### config.mk
export PLATFORM = sky130hd
export DESIGN_NAME = ramp_adc_capture
export DESIGN_NICKNAME = d
export VERILOG_FILES = /design/src/rtl/ramp_adc_capture.sv
export SDC_FILE = /design/constraint.sdc
export NUM_CORES = 1
export LEC_CHECK = 0
export BUFFER_PORTS_ARGS = -buffer_cell sky130_fd_sc_hd__buf_2
export CAP_MARGIN = 20
export CORE_AREA = 5 5 48 50
export CTS_CLUSTER_SIZE = 12
export DETAILED_ROUTE_END_ITERATION = 10
export DIE_AREA = 0 0 53 55
export MAX_ROUTING_LAYER = met4
export PLACE_DENSITY = 0.8
export SYNTH_ARGS = -nofsm -noshare
export SYNTH_HDL_FRONTEND = slang
export SYNTH_SLANG_ARGS = --single-unit
### constraint.sdc
create_clock -name clk -period 1.9 [get_ports clk]
set_input_delay 0 -clock clk [delete_from_list [all_inputs] [get_ports clk]]
set_output_delay 0 -clock clk [all_outputs]
set_load 0.1 [all_outputs]
### src/rtl/ramp_adc_capture.sv
// ramp_adc_capture
//   Conversion back-end for the PWM-sawtooth ramp ADC. Synchronises the
//   asynchronous comparator output, latches the ramp code at the comparator
//   trip point once per ramp period, flags under/over-range and presents each
//   result on a valid/ready interface. A result that arrives while an
//   unaccepted one is still held is dropped and sets the sticky overrun flag.
//
//   Optional build macro: RAMP_CAPTURE_AVG_EN
//     When defined, 2^AVG_LOG2 consecutive results are summed, and their
//     truncated mean (with OR'd flags) is what reaches the result register.
//
// Ports
//   clk        in   system clock
//   reset      in   synchronous, active-high reset
//   enable     in   conversion enable; low parks the FSM in IDLE
//   comp_in    in   asynchronous comparator (high while ramp < input)
//   ramp_code  in   current ramp duty code [WIDTH]
//   ramp_wrap  in   one-cycle pulse when the ramp returns to 0
//   res_data   out  conversion result [WIDTH]
//   res_under  out  result was underrange
//   res_over   out  result was overrange
//   res_valid  out  result register holds an unaccepted result
//   res_ready  in   consumer accepts the result
//   overrun    out  sticky: a result was dropped
module ramp_adc_capture #(
  parameter int WIDTH       = 8,
  parameter int SYNC_STAGES = 2,
  parameter int AVG_LOG2    = 2
) (
  input  logic             clk,
  input  logic             reset,
  input  logic             enable,
  input  logic             comp_in,
  input  logic [WIDTH-1:0] ramp_code,
  input  logic             ramp_wrap,
  output logic [WIDTH-1:0] res_data,
  output logic             res_under,
  output logic             res_over,
  output logic             res_valid,
  input  logic             res_ready,
  output logic             overrun
);

  // Elaboration-time guard on the legal parameter ranges.
  if (SYNC_STAGES < 2 || SYNC_STAGES > 4 || AVG_LOG2 < 0 || AVG_LOG2 > 6) begin : g_bad_param
    $error("ramp_adc_capture: SYNC_STAGES must be 2..4 and AVG_LOG2 0..6");
  end

  typedef enum logic [1:0] {
    S_IDLE,
    S_START,
    S_ARMED,
    S_DONE
  } state_t;

  // ---------------------------------------------------------------------------
  // Comparator synchroniser and falling-edge detect. Flops reset to 1 so that
  // leaving reset never looks like a comparator trip.
  // ---------------------------------------------------------------------------
  logic [SYNC_STAGES-1:0] sync_q;
  logic                   comp_d_q;
  logic                   comp_s;
  logic                   fall;

  always_ff @(posedge clk) begin
    if (reset) begin
      sync_q   <= '1;
      comp_d_q <= 1'b1;
    end else begin
      sync_q   <= {sync_q[SYNC_STAGES-2:0], comp_in};
      comp_d_q <= comp_s;
    end
  end

  assign comp_s = sync_q[SYNC_STAGES-1];
  assign fall   = ~comp_s & comp_d_q;

  // ---------------------------------------------------------------------------
  // Conversion FSM
  // ---------------------------------------------------------------------------
  state_t           state_q, state_d;
  logic             prod_v;
  logic [WIDTH-1:0] prod_code;
  logic             prod_under;
  logic             prod_over;

  always_ff @(posedge clk) begin
    if (reset) state_q <= S_IDLE;
    else       state_q <= state_d;
  end

  always_comb begin
    state_d    = state_q;
    prod_v     = 1'b0;
    prod_code  = '0;
    prod_under = 1'b0;
    prod_over  = 1'b0;
    if (!enable) begin
      state_d = S_IDLE;
    end else begin
      unique case (state_q)
        S_IDLE: begin
          if (ramp_wrap) state_d = S_START;
        end
        S_START: begin
          // Comparator already low at the ramp start: input below code 0.
          if (!comp_s) begin
            prod_v     = 1'b1;
            prod_under = 1'b1;
            state_d    = S_DONE;
          end else begin
            state_d = S_ARMED;
          end
        end
        S_ARMED: begin
          // A trip coinciding with the wrap still counts as a real code.
          if (fall) begin
            prod_v    = 1'b1;
            prod_code = ramp_code;
            state_d   = ramp_wrap ? S_START : S_DONE;
          end else if (ramp_wrap) begin
            prod_v    = 1'b1;
            prod_code = '1;
            prod_over = 1'b1;
            state_d   = S_START;
          end
        end
        S_DONE: begin
          if (ramp_wrap) state_d = S_START;
        end
        default: state_d = S_IDLE;
      endcase
    end
  end

  // ---------------------------------------------------------------------------
  // Load request into the result register
  // ---------------------------------------------------------------------------
  logic             load_v;
  logic [WIDTH-1:0] load_data;
  logic             load_under;
  logic             load_over;

`ifdef RAMP_CAPTURE_AVG_EN
  localparam int AW = WIDTH + AVG_LOG2;
  localparam int CW = AVG_LOG2 + 1;
  localparam logic [CW-1:0] CNT_LAST = CW'((1 << AVG_LOG2) - 1);

  logic [AW-1:0] acc_q, acc_d;
  logic [CW-1:0] cnt_q, cnt_d;
  logic          accu_q, accu_d;
  logic          acco_q, acco_d;
  logic [AW-1:0] sum;

  always_ff @(posedge clk) begin
    if (reset) begin
      acc_q  <= '0;
      cnt_q  <= '0;
      accu_q <= 1'b0;
      acco_q <= 1'b0;
    end else begin
      acc_q  <= acc_d;
      cnt_q  <= cnt_d;
      accu_q <= accu_d;
      acco_q <= acco_d;
    end
  end

  // The last result of a window is folded in combinationally so the mean is
  // loaded on the same edge a direct result would be.
  always_comb begin
    sum        = acc_q + AW'(prod_code);
    acc_d      = acc_q;
    cnt_d      = cnt_q;
    accu_d     = accu_q;
    acco_d     = acco_q;
    load_v     = 1'b0;
    load_data  = '0;
    load_under = 1'b0;
    load_over  = 1'b0;
    if (!enable) begin
      acc_d  = '0;
      cnt_d  = '0;
      accu_d = 1'b0;
      acco_d = 1'b0;
    end else if (prod_v) begin
      if (cnt_q == CNT_LAST) begin
        load_v     = 1'b1;
        load_data  = WIDTH'(sum >> AVG_LOG2);
        load_under = accu_q | prod_under;
        load_over  = acco_q | prod_over;
        acc_d      = '0;
        cnt_d      = '0;
        accu_d     = 1'b0;
        acco_d     = 1'b0;
      end else begin
        acc_d  = sum;
        cnt_d  = cnt_q + 1'b1;
        accu_d = accu_q | prod_under;
        acco_d = acco_q | prod_over;
      end
    end
  end
`else
  always_comb begin
    load_v     = prod_v;
    load_data  = prod_code;
    load_under = prod_under;
    load_over  = prod_over;
  end
`endif

  // ---------------------------------------------------------------------------
  // Result register and valid/ready handshake
  // ---------------------------------------------------------------------------
  logic [WIDTH-1:0] res_data_q;
  logic             res_under_q;
  logic             res_over_q;
  logic             res_valid_q;
  logic             overrun_q;

  always_ff @(posedge clk) begin
    if (reset) begin
      res_data_q  <= '0;
      res_under_q <= 1'b0;
      res_over_q  <= 1'b0;
      res_valid_q <= 1'b0;
      overrun_q   <= 1'b0;
    end else if (load_v) begin
      // Space exists if empty or the held result is leaving this cycle.
      if (!res_valid_q || res_ready) begin
        res_data_q  <= load_data;
        res_under_q <= load_under;
        res_over_q  <= load_over;
        res_valid_q <= 1'b1;
      end else begin
        overrun_q <= 1'b1;
      end
    end else if (res_valid_q && res_ready) begin
      res_valid_q <= 1'b0;
    end
  end

  assign res_data  = res_data_q;
  assign res_under = res_under_q;
  assign res_over  = res_over_q;
  assign res_valid = res_valid_q;
  assign overrun   = overrun_q;

endmodule
======== Word level (Yosys, flattened, before mapping) ========
Cells that the tools add are included.
cells by class
  reduce and logical (&&, ||, !) cells .... 10
  mux-type cells .......................... 22
  equal/unequal tests ..................... 4
  bitwise logic cells ..................... 4
operator list
  cell                  count
  $mux W8               4
  $mux W1               13
  $mux W2               3
  $pmux W2 S3           1
  $reduce_and A2 Y1     3
  $eq A2 B2 Y1 const B  2
  $reduce_or A2 Y1      2
  $not A1 Y1            3
  $eq A2 B1 Y1 const B  1
  $logic_not A2 Y1      1
  $ne A2 B1 Y1 const B  1
  $pmux W1 S2           1
  $reduce_bool A2 Y1    1
  $and A1 B1 Y1         1
  $logic_and A1 B1 Y1   1
  $logic_not A1 Y1      1
  $logic_or A1 B1 Y1    1
storage, ports and cells
  output and inout bits ................... 12
  bits in registers ....................... 17
  input port bits ......................... 14
  word-level logic and storage cells ...... 48

======== Depth between registers and ports, before layout ========
  word-level depth ........................ 7
  mapped depth ............................ 7
  depth with buffers taken out ............ 6

======== Worst setup path after synthesis ========
No wires, ideal clock.
  path kind ............................... register to register
  start ................................... register res_valid_q, in the netlist res_valid
  end ..................................... register res_data_q[0], in the netlist res_data[0]
  required time ........................... 1.768 ns
  arrival ................................. 1.618 ns
  setup slack ............................. 0.149 ns
  period minus slack after synthesis ...... 1.751 ns
  path buffers ............................ 1
  cell stages (with the launch flop) ...... 6
  setup time .............................. 0.132 ns
  path through ............................ dfxtp_1 -> nand2b_1 -> o311a_1 -> buf_2 -> nand3_1 -> a21oi_1
between the ends
  word-level cells in the longest chain between the ends .. 3
ends and longest elaborated chain
  item                                line  source
  start: declaration                  219   logic res_valid_q;
  start signal: assignment            227   res_valid_q <= 1'b0;
  start signal: assignment            235   res_valid_q <= 1'b1;
  start signal: assignment            240   res_valid_q <= 1'b0;
  $logic_not A1 Y1                    231   if (!res_valid_q || res_ready) begin
  $logic_or A1 B1 Y1                  231
  $reduce_and A2 Y1 (no source line)  -
  end signal: assignment              232   res_data_q <= load_data;
  end: declaration                    216   logic [WIDTH-1:0] res_data_q;
No other way between the ends.
A chain may end at the register's enable or synchronous reset.

======== Final worst setup path ========
  start ................................... register state_q[0]
  end ..................................... register res_data_q[4], in the netlist res_data[4]
between the ends
  word-level cells in the longest chain between the ends .. 4
  elaborated cells between the ends (all ways) .. 7
  those cells by class .................... eq/ne: 2; mux: 4; reduce/logical: 1
ends and longest elaborated chain
  item                                          line  source
  start: declaration                            81    state_t state_q, state_d;
  start signal: assignment                      89    else state_q <= state_d;
  $eq A2 B2 Y1 or $eq A2 B1 Y1 (tied branches)  101   unique case (state_q)
  $pmux W1 S2                                   101
  $mux W1                                       98    if (!enable) begin
  $reduce_and A2 Y1 (no source line)            -
Several ways; a longest one is shown, not always the timed one.

==> summary.txt <==
Placed design
  – Buffers added on ports: 25
  – Final HPWL DP: 1350 um
  – Dpl cells: 137
  – RD Place Congestion: 0.771
  – Area after DPL: 958 um2

Clocking
  – TritonCTS clock tree: yes
  – Clk_lat worst skew: 280 ps
  – Clk slew on worst S/H paths: 90 ps
  – CTS root buffer: clkbuf_4
  – Clock tree sinks: 17
  – Max Root-Sink Buffers: 2
  – CTS buffer count: 3
  – H-tree levels: 1

Setup path
  – Worst path bufs/invs: 1
  – Crit-path slowest cell: dfxtp_1
  – CP max stage delay: 420 ps
  – Critical-path cell list: inv_1 > ha_1 > and2b_1 > o311a_4 > nand3_1 > a21oi_1
  – CP startpoint kind: flop
  – CP endpoint kind: flop
  – Kind of critical path: reg2reg
  – Delay-heaviest family, CP: compound AO/OA/AOI/OAI gates
  – CP max FO: 10
  – Worst path required time: 2110 ps
  – Worst path arrival time: 1930 ps

Logic synthesis
  – Post-Syn Nets: 106
  – Yosys reg bits: 17
  – Seq/Total Area, Yosys: 0.418
  – Syn Std Cell Area: 813 um2
  – Ys Warns: 0
  – Netlist cell types: 27
  – Mean post-synth cell area: 9.14 um2
  – Cell count after synthesis: 89

Pwr
  – P per Cell Area: 600 nW/um2
  – Worst IR Drop VDD: 0.000476 V
  – Pwr Total: 0.000622 W
  – Pleak: 0.430 nW
  – Sw power: 0.000144 W
  – Internal Power: 0.000478 W
  – Sw frac: 0.231
  – Logic gate share of total power: 0.106
  – Part of the power in registers: 0.586
  – Clk pwr share: 0.308

Timing
  – Worst Skew: 3.53 ps
  – Final setup viols: 0
  – Relative slew slack: 0.673
  – Setup TNS Final: 0 ps
  – Slew Limit Fails: 0
  – FMAX: 583 MHz
  – Worst Tran Pin Value: 494 ps
  – RSZ-0062 raised after global routing: false
  – Period utilization: 0.903
  – Final hold violation count: 0
  – Minimum clock period: 1720 ps

GRT
  – First-pass GRT wire length: 2750 um
  – Vias in the first global route: 636
  – Global Route Usage Sum: 0.136
  – Initial antenna violation count: 0
  – Gr ovfl total: 0
  – Largest net degree at the start of global routing: 18

Drt
  – DR vias/cell: 4.91
  – DR iter-0 viols: 15
  – Vias: 707
  – Residual DRC: 0
  – Routed wire length: 1790 um
  – Post-route ant nets: 0
  – DR pass1 iterations: 4
  – Post-DR wirelength/cell: 12.4 um

Worst hold path
  – Hold Crit Class: in2reg

Floorplanning
  – # IOs: 26
  – Overall die area: 2920 um2
  – Core box area: 1860 um2
  – Row count: 16
  – Die width: 53 um
  – Die Ht: 55 um
  – Initial Utilization: 0.437

Finish
  – Final instance area: 1040 um2
  – Area grow syn2layout: 27.4%
  – Share of cells above drive strength 1: 0.402
  – Most frequent cells in the layout: 25 x buf_2, 17 x dfxtp_1, 12 x a21oi_1, 11 x nand2_1
  – Fin util: 0.556
  – Nets@finish: 135
  – Number of diodes: 0
  – Post-Layout Cell Count: 144
  – Fillers: 180
  – Commonest non-fill, non-tap cell in the layout: buf_2

Flow run
  – Max Cap Viol: 0

Outcome
  – Status: complete, no violations
Yosys cell counts:
cell / instances / share of area
a2111oi_0: 1 / 0.011
a21oi_1: 12 / 0.074
a31oi_1: 1 / 0.0077
and2_1: 1 / 0.0077
and2b_1: 1 / 0.0092
and2b_2: 1 / 0.011
and2b_4: 1 / 0.012
and3b_2: 1 / 0.012
buf_2: 2 / 0.012
clkbuf_1: 3 / 0.014
dfxtp_1: 17 / 0.42
ha_1: 3 / 0.046
inv_1: 3 / 0.014
mux2_2: 8 / 0.11
nand2_1: 11 / 0.051
nand2b_1: 1 / 0.0077
nand3_1: 8 / 0.049
nand3b_1: 1 / 0.0092
nor2_1: 3 / 0.014
nor2b_1: 1 / 0.0077
nor3_1: 1 / 0.0061
o22a_2: 1 / 0.012
o22ai_1: 1 / 0.0077
o311a_1: 1 / 0.012
o311ai_4: 1 / 0.032
or2_2: 3 / 0.023
or3_1: 1 / 0.0077
cell families after synthesis:
logic type	after synthesis	share of synthesized area
AO/OA/AOI/OAI	18	0.157
flip-flops	17	0.418
multiplexers	8	0.111
adder cells (fa/ha/maj)	3	0.0462
buffers and inverters	8	0.0400
AND/OR/NAND/NOR	35	0.228
flip-flops by register name, summed over array words and instances, names as in the netlist:
signal,count
comp_d_q,1
res_data,8
overrun,1
state_q,2
res_under,1
res_over,1
sync_q,2
res_valid,1
stage by stage:
step | hold WS (ps) | setup WS [ps]
3_5_place_dp | 185 | 67.8
6_report | 48.5 | 184
5_1_grt | 47.2 | 10.3
2_1_floorplan | 69.1 | 149
4_1_cts | 37.5 | 34.0
3_3_place_gp | 183 | 170
path summary, 6_finish.rpt:
| check | endpoint | cells after the start | slack [ps] | from |
|---|---|---|---|---|
| min | overrun | 4 | 50 | res_ready |
| max | res_data[4] | 6 | 180 | state_q[0] |
| min reg2reg | sync_q[1] | 1 | 420 | sync_q[0] |
| max reg2reg | res_data[4] | 6 | 180 | state_q[0] |
power groups by stage:
| stage | Combinational (W) | Clock (W) | Sequential [W] |
|---|---|---|---|
| after floorplan | 0.0000409 | 0 | 0.000372 |
| after global placement | 0.0000594 | 0 | 0.000372 |
| after detailed placement | 0.0000618 | 0 | 0.000372 |
| after CTS | 0.0000653 | 0.000196 | 0.000364 |
| after global routing | 0.0000736 | 0.000216 | 0.000365 |
| final | 0.0000659 | 0.000192 | 0.000364 |
layer usage:
layer,global-route usage,vias to the layer above,share of wire
met2,0.229,15,0.52
met4,0.0511,0,0.0078
met3,0.0349,2,0.051
met5,-,-,0
li1,-,364,-
met1,0.155,326,0.42
worst register-to-register path: cells and delay by family, from the launching register on:
| family | cells | cell delay, ps |
|---|---|---|
| AND/OR/NAND/NOR | 2 | 400 |
| buffers and inverters | 1 | 70 |
| flip-flops | 1 | 420 |
| AO/OA/AOI/OAI | 2 | 470 |
| adder cells (fa/ha/maj) | 1 | 300 |
area by class of cell:
type,count,area [um2],area share
clock buffer,4,26.3,0.0254
inverter,3,11.3,0.0109
multi-input combinational,64,452,0.436
sequential,17,340,0.329
tap,27,33.8,0.0326
timing repair buffer,29,173,0.167
repair_timing:
item	in CTS	in global routing
setup endpoints to repair	0	10
endpoints found under the hold margin	3	0
gates resized for setup	0	2
hold buffers	2	0
setup buffers	0	1
(Power assumes the default switching activity.)
